<file path="src/rtl/seg7_scan_driver_if.sv">
// Capture/display bundle for seg7_scan_driver: producer-side inputs and scanned display outputs.
interface seg7_scan_driver_if;
  logic [15:0] value;
  logic        load;
  logic [3:0]  dp_in;
  logic [6:0]  seg7;
  logic        dp_n;
  logic [3:0]  select;
  logic        frame_tick;
  logic        pending;

  modport master (
    output value, load, dp_in,
    input  seg7, dp_n, select, frame_tick, pending
  );

  modport slave (
    input  value, load, dp_in,
    output seg7, dp_n, select, frame_tick, pending
  );
endinterface

</file>
<file path="src/rtl/seg7_scan_driver.sv">
// 4-digit common-anode hex scanner with blanking gaps and frame-boundary (tear-free) commit.
// Optional build macro: LEADING_ZERO_BLANK_EN suppresses leading zero digits.
//
// state | meaning
// BLANK | all anodes off for BLANK_CYCLES; on exit advance digit (wrap 3->0 = commit)
// SHOW  | current digit driven for REFRESH_DIV cycles
module seg7_scan_driver #(
  parameter int REFRESH_DIV  = 50000,
  parameter int BLANK_CYCLES = 500
) (
  input  logic               clk,
  input  logic               reset,
  seg7_scan_driver_if.slave  bus
);

  localparam int CNT_MAX = (REFRESH_DIV > BLANK_CYCLES) ? REFRESH_DIV : BLANK_CYCLES;
  localparam int CW      = (CNT_MAX > 1) ? $clog2(CNT_MAX) : 1;
  localparam logic [CW-1:0] SHOW_LAST  = CW'(REFRESH_DIV - 1);
  localparam logic [CW-1:0] BLANK_LAST = CW'(BLANK_CYCLES - 1);

  typedef enum logic {BLANK, SHOW} state_t;

  state_t        state;
  logic [CW-1:0] cnt;
  logic [1:0]    idx;
  logic          started;
  logic [15:0]   stage_val;
  logic [15:0]   shadow_val;
  logic [3:0]    stage_dp;
  logic [3:0]    shadow_dp;

  logic       show_done;
  logic       blank_done;
  logic       wrap;
  logic [3:0] cur_nib;
  logic       lz;

  assign show_done  = (state == SHOW)  && (cnt == SHOW_LAST);
  assign blank_done = (state == BLANK) && (cnt == BLANK_LAST);
  // The BLANK exit right after reset starts digit 0 rather than advancing, so it is not a wrap.
  assign wrap       = blank_done && started && (idx == 2'd3);
  assign cur_nib    = shadow_val[{idx, 2'b00} +: 4];

`ifdef LEADING_ZERO_BLANK_EN
  always_comb begin
    lz = 1'b0;
    case (idx)
      2'd3:    lz = (shadow_val[15:12] == 4'h0)  && !shadow_dp[3];
      2'd2:    lz = (shadow_val[15:8]  == 8'h00) && !shadow_dp[2];
      2'd1:    lz = (shadow_val[15:4]  == 12'h0) && !shadow_dp[1];
      default: lz = 1'b0;
    endcase
  end
`else
  assign lz = 1'b0;
`endif

  function automatic logic [6:0] hex_seg(input logic [3:0] n);
    case (n)
      4'h0: hex_seg = 7'h40;
      4'h1: hex_seg = 7'h79;
      4'h2: hex_seg = 7'h24;
      4'h3: hex_seg = 7'h30;
      4'h4: hex_seg = 7'h19;
      4'h5: hex_seg = 7'h12;
      4'h6: hex_seg = 7'h02;
      4'h7: hex_seg = 7'h78;
      4'h8: hex_seg = 7'h00;
      4'h9: hex_seg = 7'h10;
      4'hA: hex_seg = 7'h08;
      4'hB: hex_seg = 7'h03;
      4'hC: hex_seg = 7'h46;
      4'hD: hex_seg = 7'h21;
      4'hE: hex_seg = 7'h06;
      default: hex_seg = 7'h0E;
    endcase
  endfunction

  always_ff @(posedge clk or negedge reset) begin
    if (!reset) begin
      state          <= BLANK;
      cnt            <= '0;
      idx            <= 2'd0;
      started        <= 1'b0;
      stage_val      <= 16'h0;
      stage_dp       <= 4'h0;
      shadow_val     <= 16'h0;
      shadow_dp      <= 4'h0;
      bus.pending    <= 1'b0;
      bus.frame_tick <= 1'b0;
      bus.seg7       <= 7'h7F;
      bus.dp_n       <= 1'b1;
      bus.select     <= 4'hF;
    end else begin
      bus.frame_tick <= wrap;

      if (bus.load) begin
        stage_val   <= bus.value;
        stage_dp    <= bus.dp_in;
        bus.pending <= 1'b1;
      end
      // A load on the commit edge bypasses staging; the later pending write wins.
      if (wrap && (bus.pending || bus.load)) begin
        shadow_val  <= bus.load ? bus.value : stage_val;
        shadow_dp   <= bus.load ? bus.dp_in : stage_dp;
        bus.pending <= 1'b0;
      end

      case (state)
        SHOW: begin
          if (show_done) begin
            state <= BLANK;
            cnt   <= '0;
          end else begin
            cnt <= cnt + CW'(1);
          end
        end
        default: begin
          if (blank_done) begin
            state   <= SHOW;
            cnt     <= '0;
            started <= 1'b1;
            if (started) idx <= idx + 2'd1;
          end else begin
            cnt <= cnt + CW'(1);
          end
        end
      endcase

      if (state == SHOW) begin
        bus.select <= ~(4'b0001 << idx);
        bus.seg7   <= lz ? 7'h7F : hex_seg(cur_nib);
        bus.dp_n   <= ~shadow_dp[idx];
      end else begin
        bus.select <= 4'hF;
        bus.seg7   <= 7'h7F;
        bus.dp_n   <= 1'b1;
      end
    end
  end

endmodule
</file>
<file path="src/flat_wrapper.sv">
// flat-port wrapper written by rule: the top's interface ports become plain ports
module seg7_scan_driver_flat 
#(
  parameter int REFRESH_DIV  = 50000,
  parameter int BLANK_CYCLES = 500
)
  (clk, reset, bus_value, bus_load, bus_dp_in, bus_seg7, bus_dp_n, bus_select, bus_frame_tick, bus_pending);
  seg7_scan_driver_if bus_i ();
  input  logic clk;
  input  logic reset;
  input wire logic [$bits(bus_i.value)-1:0] bus_value;
  input wire logic [$bits(bus_i.load)-1:0] bus_load;
  input wire logic [$bits(bus_i.dp_in)-1:0] bus_dp_in;
  output wire logic [$bits(bus_i.seg7)-1:0] bus_seg7;
  output wire logic [$bits(bus_i.dp_n)-1:0] bus_dp_n;
  output wire logic [$bits(bus_i.select)-1:0] bus_select;
  output wire logic [$bits(bus_i.frame_tick)-1:0] bus_frame_tick;
  output wire logic [$bits(bus_i.pending)-1:0] bus_pending;
  assign bus_i.value = bus_value;
  assign bus_i.load = bus_load;
  assign bus_i.dp_in = bus_dp_in;
  assign bus_seg7 = bus_i.seg7;
  assign bus_dp_n = bus_i.dp_n;
  assign bus_select = bus_i.select;
  assign bus_frame_tick = bus_i.frame_tick;
  assign bus_pending = bus_i.pending;
  seg7_scan_driver #(.REFRESH_DIV(REFRESH_DIV), .BLANK_CYCLES(BLANK_CYCLES)) u_core (.clk(clk), .reset(reset), .bus(bus_i));
endmodule
</file>
<file path="config.mk">
export PLATFORM = sky130hd
export DESIGN_NAME = seg7_scan_driver_flat
export DESIGN_NICKNAME = d
export VERILOG_FILES = /design/src/rtl/seg7_scan_driver_if.sv /design/src/rtl/seg7_scan_driver.sv /design/src/flat_wrapper.sv
export SDC_FILE = /design/constraint.sdc
export NUM_CORES = 1
export LEC_CHECK = 0
export BUFFER_PORTS_ARGS = -buffer_cell sky130_fd_sc_hd__buf_2
export CORE_MARGIN = 4
export CORE_UTILIZATION = 49
export CTS_CLUSTER_SIZE = 10
export DETAILED_ROUTE_END_ITERATION = 16
export GPL_TIMING_DRIVEN = 0
export PLACE_DENSITY = 0.7
export REMOVE_ABC_BUFFERS = 1
export SETUP_SLACK_MARGIN = 0.02
export SYNTH_ARGS = -nofsm -noshare
export SYNTH_HDL_FRONTEND = slang
export SYNTH_SLANG_ARGS = --single-unit
</file>
<file path="constraint.sdc">
create_clock -name clk -period 2.1 [get_ports clk]
set_clock_uncertainty 0.1 [all_clocks]
set_input_delay 0.525 -clock clk [delete_from_list [all_inputs] [get_ports clk]]
set_output_delay 0.525 -clock clk [all_outputs]
set_load 0.01 [all_outputs]
</file>
* Yosys cells after proc, flatten, opt, wreduce, memory -nomap -nowiden
Memories as Yosys holds them, arrays and structs flattened.
Index checks and enable logic that the tools add are counted.
Widths: inputs -> output; s select.
** Storage, ports and cells
- Bits in registers :: 74
- Memory bits (read-only) :: 112
- Bits of input ports :: 23
- Output and inout bits :: 14
- Word-level logic and storage cells :: 49
- Memories :: 1
** Memory list
- (name not given) :: words 16, width 7, read ports 1, clocked after Yosys merged registers in 0, wr ports 0, RTL line seg7_scan_driver.sv:59 : case (n)
** Operators by class
- Add/sub/neg operators :: 2
- Magnitude comparators :: 1
- Eq/ne operators :: 3
- Shift-type cells :: 2
- Multiplexer cells :: 15
- Bitwise operators :: 3
- Reductions and logical operators :: 9
** Operators with widths (count)
- $mux 16 :: 4
- $add 16x1->16 const B :: 1
- $eq 16x16->1 const B :: 1
- $eq 16x9->1 const B :: 1
- $shiftx 16x5->4 :: 1
- $mux 4 :: 2
- $mux 1 :: 7
- $mux 7 :: 1
- $logic_and 1x1->1 :: 5
- $not 4->4 :: 1
- $shl 1x2->4 const A :: 1
- $lt 2x3->1 const B :: 1
- $reduce_and 3->1 :: 1
- $add 2x1->2 const B :: 1
- $bmux 1 s2 :: 1
- $eq 2x2->1 const B :: 1
- $not 1->1 :: 2
- $reduce_and 2->1 :: 1
- $reduce_bool 2->1 :: 1
- $logic_or 1x1->1 :: 1

* Logic depth before layout (Yosys ltp)
Gate-level depths: netlist (run 1).
- Depth after elaboration :: 6
- Gate-level depth with buffers :: 7

* Worst setup path after synthesis (run 1)
OpenSTA, ideal clock, no wires.
- Path kind :: flip-flop to flip-flop
- Start :: register u_core.idx[0]
- End :: register u_core.bus.seg7[0]
- Library setup time :: 0.096 ns
- Data arrival time :: 1.824 ns
- Slack :: 0.079 ns
- Stages on the path, launching flop included :: 7
- Clock period less this slack :: 2.021 ns
- Path through :: dfrtp_1 -> buf_6 -> mux4_2 -> ha_1 -> nor2b_1 -> a2111oi_0 -> a31oi_1
** On the way
- Longest elaborated chain between the ends :: 3
** RTL lines
- from (decl) :: RTL line seg7_scan_driver.sv:25 : logic [1:0] idx;
- from (signal assigned) :: RTL line seg7_scan_driver.sv:123 : if (started) idx <= idx + 2'd1;
- $shiftx 16x5->4 :: RTL line seg7_scan_driver.sv:42 : assign cur_nib = shadow_val[{idx, 2'b00} +: 4];
- $mem_v2 16x7
- $mux 7 :: RTL line seg7_scan_driver.sv:130 : if (state == SHOW) begin
- to (signal assigned) :: RTL line seg7_scan_driver.sv:132 : bus.seg7 <= lz ? 7'h7F : hex_seg(cur_nib);
- to (decl) :: RTL line seg7_scan_driver_if.sv:19 : output seg7, dp_n, select, frame_tick, pending
Every way passes these cells.
A chain may end at the register's enable or synchronous reset.

* Final worst setup path (run 1)
- Start :: register u_core.idx[0]
- End :: register u_core.bus.seg7[3]
Same word-level chain as after synthesis.

==> summary.txt, run 1 <==
Status
  • Outcome: completed

Timing
  • Fin. max-slew vios: 0
  • Tmin final: approximately 2000 ps
  • Worst hold slack: 188.5 ps
  • Final Hold Violating Endpoints: 0
  • Final setup fails: 0
  • RSZ-0062 raised after global routing: no
  • F_max: 498.7 MHz
  • Final Cycle Share: 0.9549
  • Measured slew at the worst slew-check pin: ~900 ps
  • Setup TNS: 0 ps
  • Relative slew slack: 0.4137

Cells and area
  • Layout Utilization: 0.6050
  • Area Overhead vs Synth: 19.93%
  • Diode count: 0
  • Fin nets: 340
  • Fillers: approximately 520
  • Post-route insts no fill: 407
  • Layout Cell Area excl Fill: 4110 um2
  • Fraction of layout cells with a size suffix above 1: 0.4630

Clocking
  • Clock Sinks: 74
  • Root buf cell: clkbuf_8
  • H-tree depth: 3
  • Clock slew at reported path FFs: 80 ps
  • CTS Buffer Depth: 2
  • Hold buffer count at CTS: 0
  • CTS Buf Count: 9
  • Worst skew pair latency: around 350 ps
  • CTS tree: built

Drt
  • Final ANT Viol Nets: 0
  • Routed wire length: 6353 um
  • Drt drc: 0
  • DRT Pass-1 Iters: 4
  • Via density per instance: between 5 and 6
  • Detailed Route Iter0 Violations: 73
  • Via count: between 2000 and 2500
  • Wire length per cell: 15.61 um

Synth
  • Syn avg cell area: around 14 um2
  • List of most frequent post-synthesis cells: dfrtp_1, nor2_1, mux2_2, mux2_4, nand2_1
  • Number of synthesized flops with an enable pin: 0
  • Top cell type's share of synthesized area: 0.4527
  • Largest cells by area after synthesis: dfrtp_1, dfstp_2, mux2_4
  • Top cell type by total area after synthesis: dfrtp_1
  • Synth Cell Area: around 3400 um2
  • Syn. warnings: 0
  • Asr flop ratio synth: 1.000
  • Most common cell in the netlist: dfrtp_1
  • Ys flop type: dfrtp_1
  • Sequential-to-total area share from yosys stat: 0.5447
  • Cell variety after synth: 44
  • Cells after Synth: ~250
  • FF+latch count, synth: 74

Min path
  • Min-Delay Path Class: input pin to async pin

Power and ir drop
  • Power Density: 706.1 nW/um2
  • Maximum vdd drop: 409.1 uV
  • Leakage: between 1.5 and 2 nW

Setup path
  • CP endpoint kind: flop
  • WP data arrival: approximately 2200 ps
  • Slack of the worst reg-to-reg path: 90 ps
  • Crit. Startpoint: u_core.idx[0]$_DFFE_PN0P_
  • Kind of critical path: flop to flop
  • Crit Reg-Reg Endpoint: u_core.bus.seg7[3]$_DFF_PN1_
  • Worst-case reg-to-reg path depth: 4
  • Critical Path Source Type: flop
  • Crit path required time: 2280 ps
  • Start of the worst register-to-register path: u_core.idx[0]$_DFFE_PN0P_
  • Worst-path fanout max: 6
  • Worst setup path end: u_core.bus.seg7[3]$_DFF_PN1_

Global routing
  • Global Route met1 Usage: 0.2071
  • Gr ovfl total: 0
  • Gr busiest metal: met2
  • Pin count of the biggest net entering global routing: 75
  • Total track usage: 0.1558
  • GR met2 Demand/Resource: 0.2447
  • First-pass GRT wire length: 10210 um
  • Vias in the first global route: 2065
  • Antenna violations before repair: 0
  • Met3 GRT Util: 0.02625

Placement
  • Inst Count DP: 371
  • Placed Area: roughly 3600 um2
  • DP HPWL: 3739 um
  • Final GP Congestion: 0.7506
  • IO buf count: 36

Floorplanning
  • # IOs: 37
  • Core Rows: 30
  • Die Ht: just over 90 um
  • Die ar.: approximately 8400 um2
  • Die width: 91.63 um
  • Initial Utilization: 0.5044
  • CORE AREA: 6794 um2

Flow run
  • MaxCap Viol Count: 0
==> cells in the final DEF (no fill, tap or decap), types with 3 or more instances in the layout <==
cell and count:
dfrtp_2 4, clkbuf_8 9, nand2_1 16, inv_1 10
mux4_2 5, buf_4 17, buf_2 35, ha_1 9
nor3_1 3, dfstp_2 12, a21oi_1 4, nand3_1 5
dfrtp_1 58, mux2_2 20, clkinv_4 3, nand4_1 3
mux2_4 20, xnor2_1 11, nor2_1 22, xor2_1 3
a31oi_1 3
==> power breakdown <==
part           switching [mW]  internal, mW
Sequential             0.0211          1.48
Clock                   0.551         0.679
Combinational          0.0843        0.0901
==> sequential cells by signal, indices dropped and copies added (netlist names), 2 cells and up <==
register           flops
u_core.bus.select      4
u_core.bus.seg7        7
u_core.shadow_dp       4
u_core.shadow_val     16
u_core.idx             2
u_core.stage_val      16
u_core.stage_dp        4
u_core.cnt            16
==> worst min-delay path by stage <==
stage          cells after the start                        from                               end  slack (ps)
6_report                           1                       reset          u_core.cnt[11]$_DFF_PN0_         190
2_1_floorplan                      0                       reset   u_core.bus.frame_tick$_DFF_PN0_         130
3_3_place_gp                       2  u_core.started$_DFFE_PN0P_        u_core.started$_DFFE_PN0P_         350
4_1_cts                            1                       reset     u_core.stage_val[0]$_DFF_PN0_         230
5_1_grt                            1                       reset  u_core.shadow_val[1]$_DFFE_PN0P_         270
3_5_place_dp                       2  u_core.started$_DFFE_PN0P_        u_core.started$_DFFE_PN0P_         360
==> routing by layer <==
| metal | share of wire | vias to the layer above |
|---|---|---|
| met1 | 0.46 | 1020 |
| met4 | 0.028 | 0 |
| met3 | 0.032 | 15 |
| met5 | 0 | - |
| li1 | - | 993 |
| met2 | 0.48 | 35 |
==> final cells by class <==
cell class | count | area [um2] | share of cell area
inverters | 10 | 37.54 | 0.009132
multi-input cells | 157 | 1511 | 0.3677
repair buffers | 54 | 342.8 | 0.08341
clock buffers | 9 | 123.9 | 0.03014
clock inverters | 7 | 102.6 | 0.02496
flip-flops and latches | 74 | 1872 | 0.4554
well taps | 96 | 120.1 | 0.02922
==> critical path, cell delays in order (launching register included) <==
cell and delay [ps]:
dfrtp_2 420, buf_4 210, mux4_2 620, mux2_1 350, o31a_1 240
==> logic make-up after synthesis <==
logic type      share of synthesized area
simple gates                       0.1106
xor+xnor                          0.03578
fa+ha+maj                         0.04016
buf+inv                           0.03468
flops                              0.5447
mux                                0.1986
compound gates                    0.03542
==> through the flow <==
stage                     total power [mW]  setup slack [ps]
after floorplan                      1.611            -344.4
after global placement               1.681            -675.4
after detailed placement             1.688            -665.3
after CTS                            2.912             20.04
after global routing                 3.011             7.587
final                                2.902             94.81
==> repair_timing <==
action | 4_1_cts | 5_1_grt
setup endpoints to repair | 37 | 34
cloned | 1 | 1
gates resized for setup | 6 | 7
pin swaps | 2 | 1
setup buffers | 4 | 14
endpoints found under the hold margin | 0 | 0
(Power assumes the default switching activity.)
==> inputs of run 2 (changes only) <==
--- a/config.mk
+++ b/config.mk
@@ -5,6 +5,7 @@
 export SDC_FILE = /design/constraint.sdc
 export NUM_CORES = 1
 export LEC_CHECK = 0
+export ABC_AREA = 1
 export BUFFER_PORTS_ARGS = -buffer_cell sky130_fd_sc_hd__buf_2
 export CORE_MARGIN = 4
 export CORE_UTILIZATION = 49
==> run 2 against run 1 <==
Effect of this change: area after synthesis rose by 6.3%; synthesized cell count rose by 71%; core utilization fell by 3.8 points; hold slack got worse by 120 ps; die area rose by 5.8%; cell area barely moved; largest power group unchanged; clock power fell by 12%; combinational power fell by 39%; worst setup slack improved by 86 ps; maximum frequency rose by 4.5%; critical path depth rose by 6; largest cell class unchanged.
==> summary.txt, run 2 <==
Synth
  • FF+latch count, synth: 74
  • XOR/XNOR Fraction of Synth Area: 0.02163
  • Top cell type's share of synthesized area: 0.4258
  • Asr flop ratio synth: 1.000
  • Syn avg cell area: 8.553 um2
  • Cell variety after synth: 36
  • Syn. warnings: 0
  • Synthesized-area fraction occupied by adder cells: 0.03777
  • Number of synthesized flops with an enable pin: 0
  • Sequential-to-total area share from yosys stat: 0.5124
  • Main combinational cell family by area after synthesis: simple AND/OR/NAND/NOR gates
  • List of most frequent post-synthesis cells: nand2_1, dfrtp_1, nand3_1, inv_1, nor2_1
  • Ys flop type: dfrtp_1
  • Top cell type by total area after synthesis: dfrtp_1
  • Multiplexer area fraction after synthesis: 0
  • Cells after Synth: 426
  • Synth Cell Area: 3643 um2
  • Simple-Gate Fraction of Synth Area: 0.3152
  • Synth Area in Compound Gates: 0.04602
  • Largest cells by area after synthesis: dfrtp_1, nand2_1, dfstp_2
  • Most common cell in the netlist: nand2_1

Timing
  • RSZ-0062 raised after global routing: no
  • Final Cycle Share: 0.9138
  • Worst hold slack: approximately 63 ps
  • Tmin final: 1919 ps
  • Setup slack after layout: 181.0 ps
  • Measured slew at the worst slew-check pin: 592.0 ps
  • Relative slew slack: 0.6049
  • Fin. max-slew vios: 0
  • Setup TNS: 0 ps
  • F_max: 521.1 MHz
  • Final Hold Violating Endpoints: 0
  • Final setup fails: 0

Cells and area
  • Commonest cells after routing, fill and taps aside: nand2_1, dfrtp_1, buf_2
  • Diode count: 0
  • Area Overhead vs Synth: 12.88%
  • Largest regs: u_core.cnt (16), u_core.shadow_val (16), u_core.stage_val (16)
  • Commonest non-fill, non-tap cell in the layout: nand2_1
  • Layout Cell Area excl Fill: 4113 um2
  • Fillers: 662
  • Fin nets: 496
  • Fraction of layout cells with a size suffix above 1: 0.2099
  • Post-route insts no fill: around 570
  • Layout Utilization: 0.5670

Setup path
  • Worst-path fanout max: 7
  • Start of the worst register-to-register path: u_core.idx[0]$_DFFE_PN0P_
  • Kind of critical path: flop to flop
  • Crit Reg-Reg Endpoint: u_core.bus.seg7[5]$_DFF_PN1_
  • WP data arrival: 2100 ps
  • CP endpoint kind: flop
  • Worst-case reg-to-reg path depth: 10
  • Slack of the worst reg-to-reg path: 180 ps
  • Crit path required time: 2280 ps
  • Critical Path Source Type: flop

Power and ir drop
  • Power Density: 644.5 nW/um2
  • Int Pwr: 2.038 mW
  • Leakage: 2.081 nW
  • Flop pwr share: 0.554
  • Switch Pwr: 0.6125 mW
  • Comb power frac: 0.040
  • Maximum vdd drop: around 500 uV
  • Tot Pwr: 2.650 mW
  • Clock Power Share: 0.406
  • Sw Share: 0.2311

Global routing
  • Vias in the first global route: 2707
  • Pin count of the biggest net entering global routing: 75
  • First-pass GRT wire length: 12220 um
  • Gr ovfl total: 0
  • Antenna violations before repair: 0
  • Total track usage: 0.1772

Clocking
  • CTS tree: built
  • Root buf cell: clkbuf_8
  • Worst skew pair latency: 350 ps
  • CTS Buf Count: 9
  • Clock slew at reported path FFs: 80 ps
  • H-tree depth: 3
  • Clock Sinks: 74
  • Hold buffer count at CTS: 0
  • CTS Buffer Depth: 2

Placement
  • Final GP Congestion: slightly below 0.9
  • Placed Area: slightly below 4000 um2
  • DP HPWL: between 4000 and 5000 um
  • IO buf count: 36
  • Inst Count DP: around 550
  • Setup Slack @ Placement: -890.6 ps

Drt
  • Wire length per cell: around 13 um
  • Via count: roughly 2800
  • Detailed Route Iter0 Violations: between 100 and 150
  • Via density per instance: 4.996
  • Routed wire length: 7257 um
  • Drt drc: 0
  • Final ANT Viol Nets: 0
  • DRT Pass-1 Iters: 4

Floorplanning
  • Die width: 94.23 um
  • Core Rows: 31
  • CORE AREA: 7253 um2
  • Initial Utilization: 0.5023
  • Die ar.: 8879 um2
  • # IOs: 37
  • Die Ht: 94.23 um

Flow run
  • MaxCap Viol Count: 0

Min path
  • Min-Delay Path Class: input pin to async pin

Status
  • Outcome: completed
==> run 2: what timing repair did <==
action	in CTS	in global routing
setup endpoints to repair	24	24
endpoints found under the hold margin	0	0
pin swaps	0	1
setup buffers	0	2
cloned	0	1
gates resized for setup	5	5
==> run 2: critical path, cell delays in order (launching register included) <==
cell	delay [ps]
dfrtp_2	470
buf_4	180
nand2_1	50
nand3_1	70
nand2_1	220
inv_1	140
ha_1	220
inv_1	80
nor2_1	60
o21ai_0	170
nand2_1	70
==> run 2: worst max path at each step <==
stage                         startpoint                                end  slack, ps  depth (start not counted)
2_1_floorplan                   bus_load    u_core.shadow_dp[0]$_DFFE_PN0P_         80                          4
3_3_place_gp                    bus_load   u_core.shadow_val[0]$_DFFE_PN0P_       -870                          5
3_5_place_dp                    bus_load  u_core.shadow_val[14]$_DFFE_PN0P_       -890                          5
4_1_cts        u_core.idx[0]$_DFFE_PN0P_       u_core.bus.seg7[5]$_DFF_PN1_         80                         10
5_1_grt        u_core.idx[0]$_DFFE_PN0P_       u_core.bus.seg7[5]$_DFF_PN1_         20                         10
6_report       u_core.idx[0]$_DFFE_PN0P_       u_core.bus.seg7[5]$_DFF_PN1_        180                         10
==> run 2: metal layers <==
metal,global-route usage,vias up,wire (um)
met5,0,-,0
met4,0.06859,0,87
met3,0.05929,7,400
met2,0.2926,68,3512
met1,0.2134,1313,3256
li1,-,1440,-
==> run 2: final cells by class <==
class / count / area (um2) / share of cell area
flip-flops and latches: 74 / 1869 / 0.4545
multi-input cells: 306 / 1580 / 0.3842
repair buffers: 39 / 225.2 / 0.05476
clock buffers: 9 / 123.9 / 0.03012
well taps: 99 / 123.9 / 0.03012
inverters: 32 / 120.1 / 0.02921
clock inverters: 7 / 70.07 / 0.01704
==> run 2: cells by family after synthesis <==
logic type / Yosys count
adder cells (fa/ha/maj): 11
AND/OR/NAND/NOR: 256
AO/OA/AOI/OAI: 29
buffers and inverters: 47
XOR/XNOR: 9
flip-flops: 74
==> run 2: power groups by stage <==
stage	logic, mW	clock network (mW)	registers (mW)
2_1_floorplan	0.0407	0	1.49
3_3_place_gp	0.101	0	1.49
3_5_place_dp	0.111	0	1.49
4_1_cts	0.111	1.11	1.47
5_1_grt	0.127	1.17	1.47
6_report	0.107	1.08	1.47
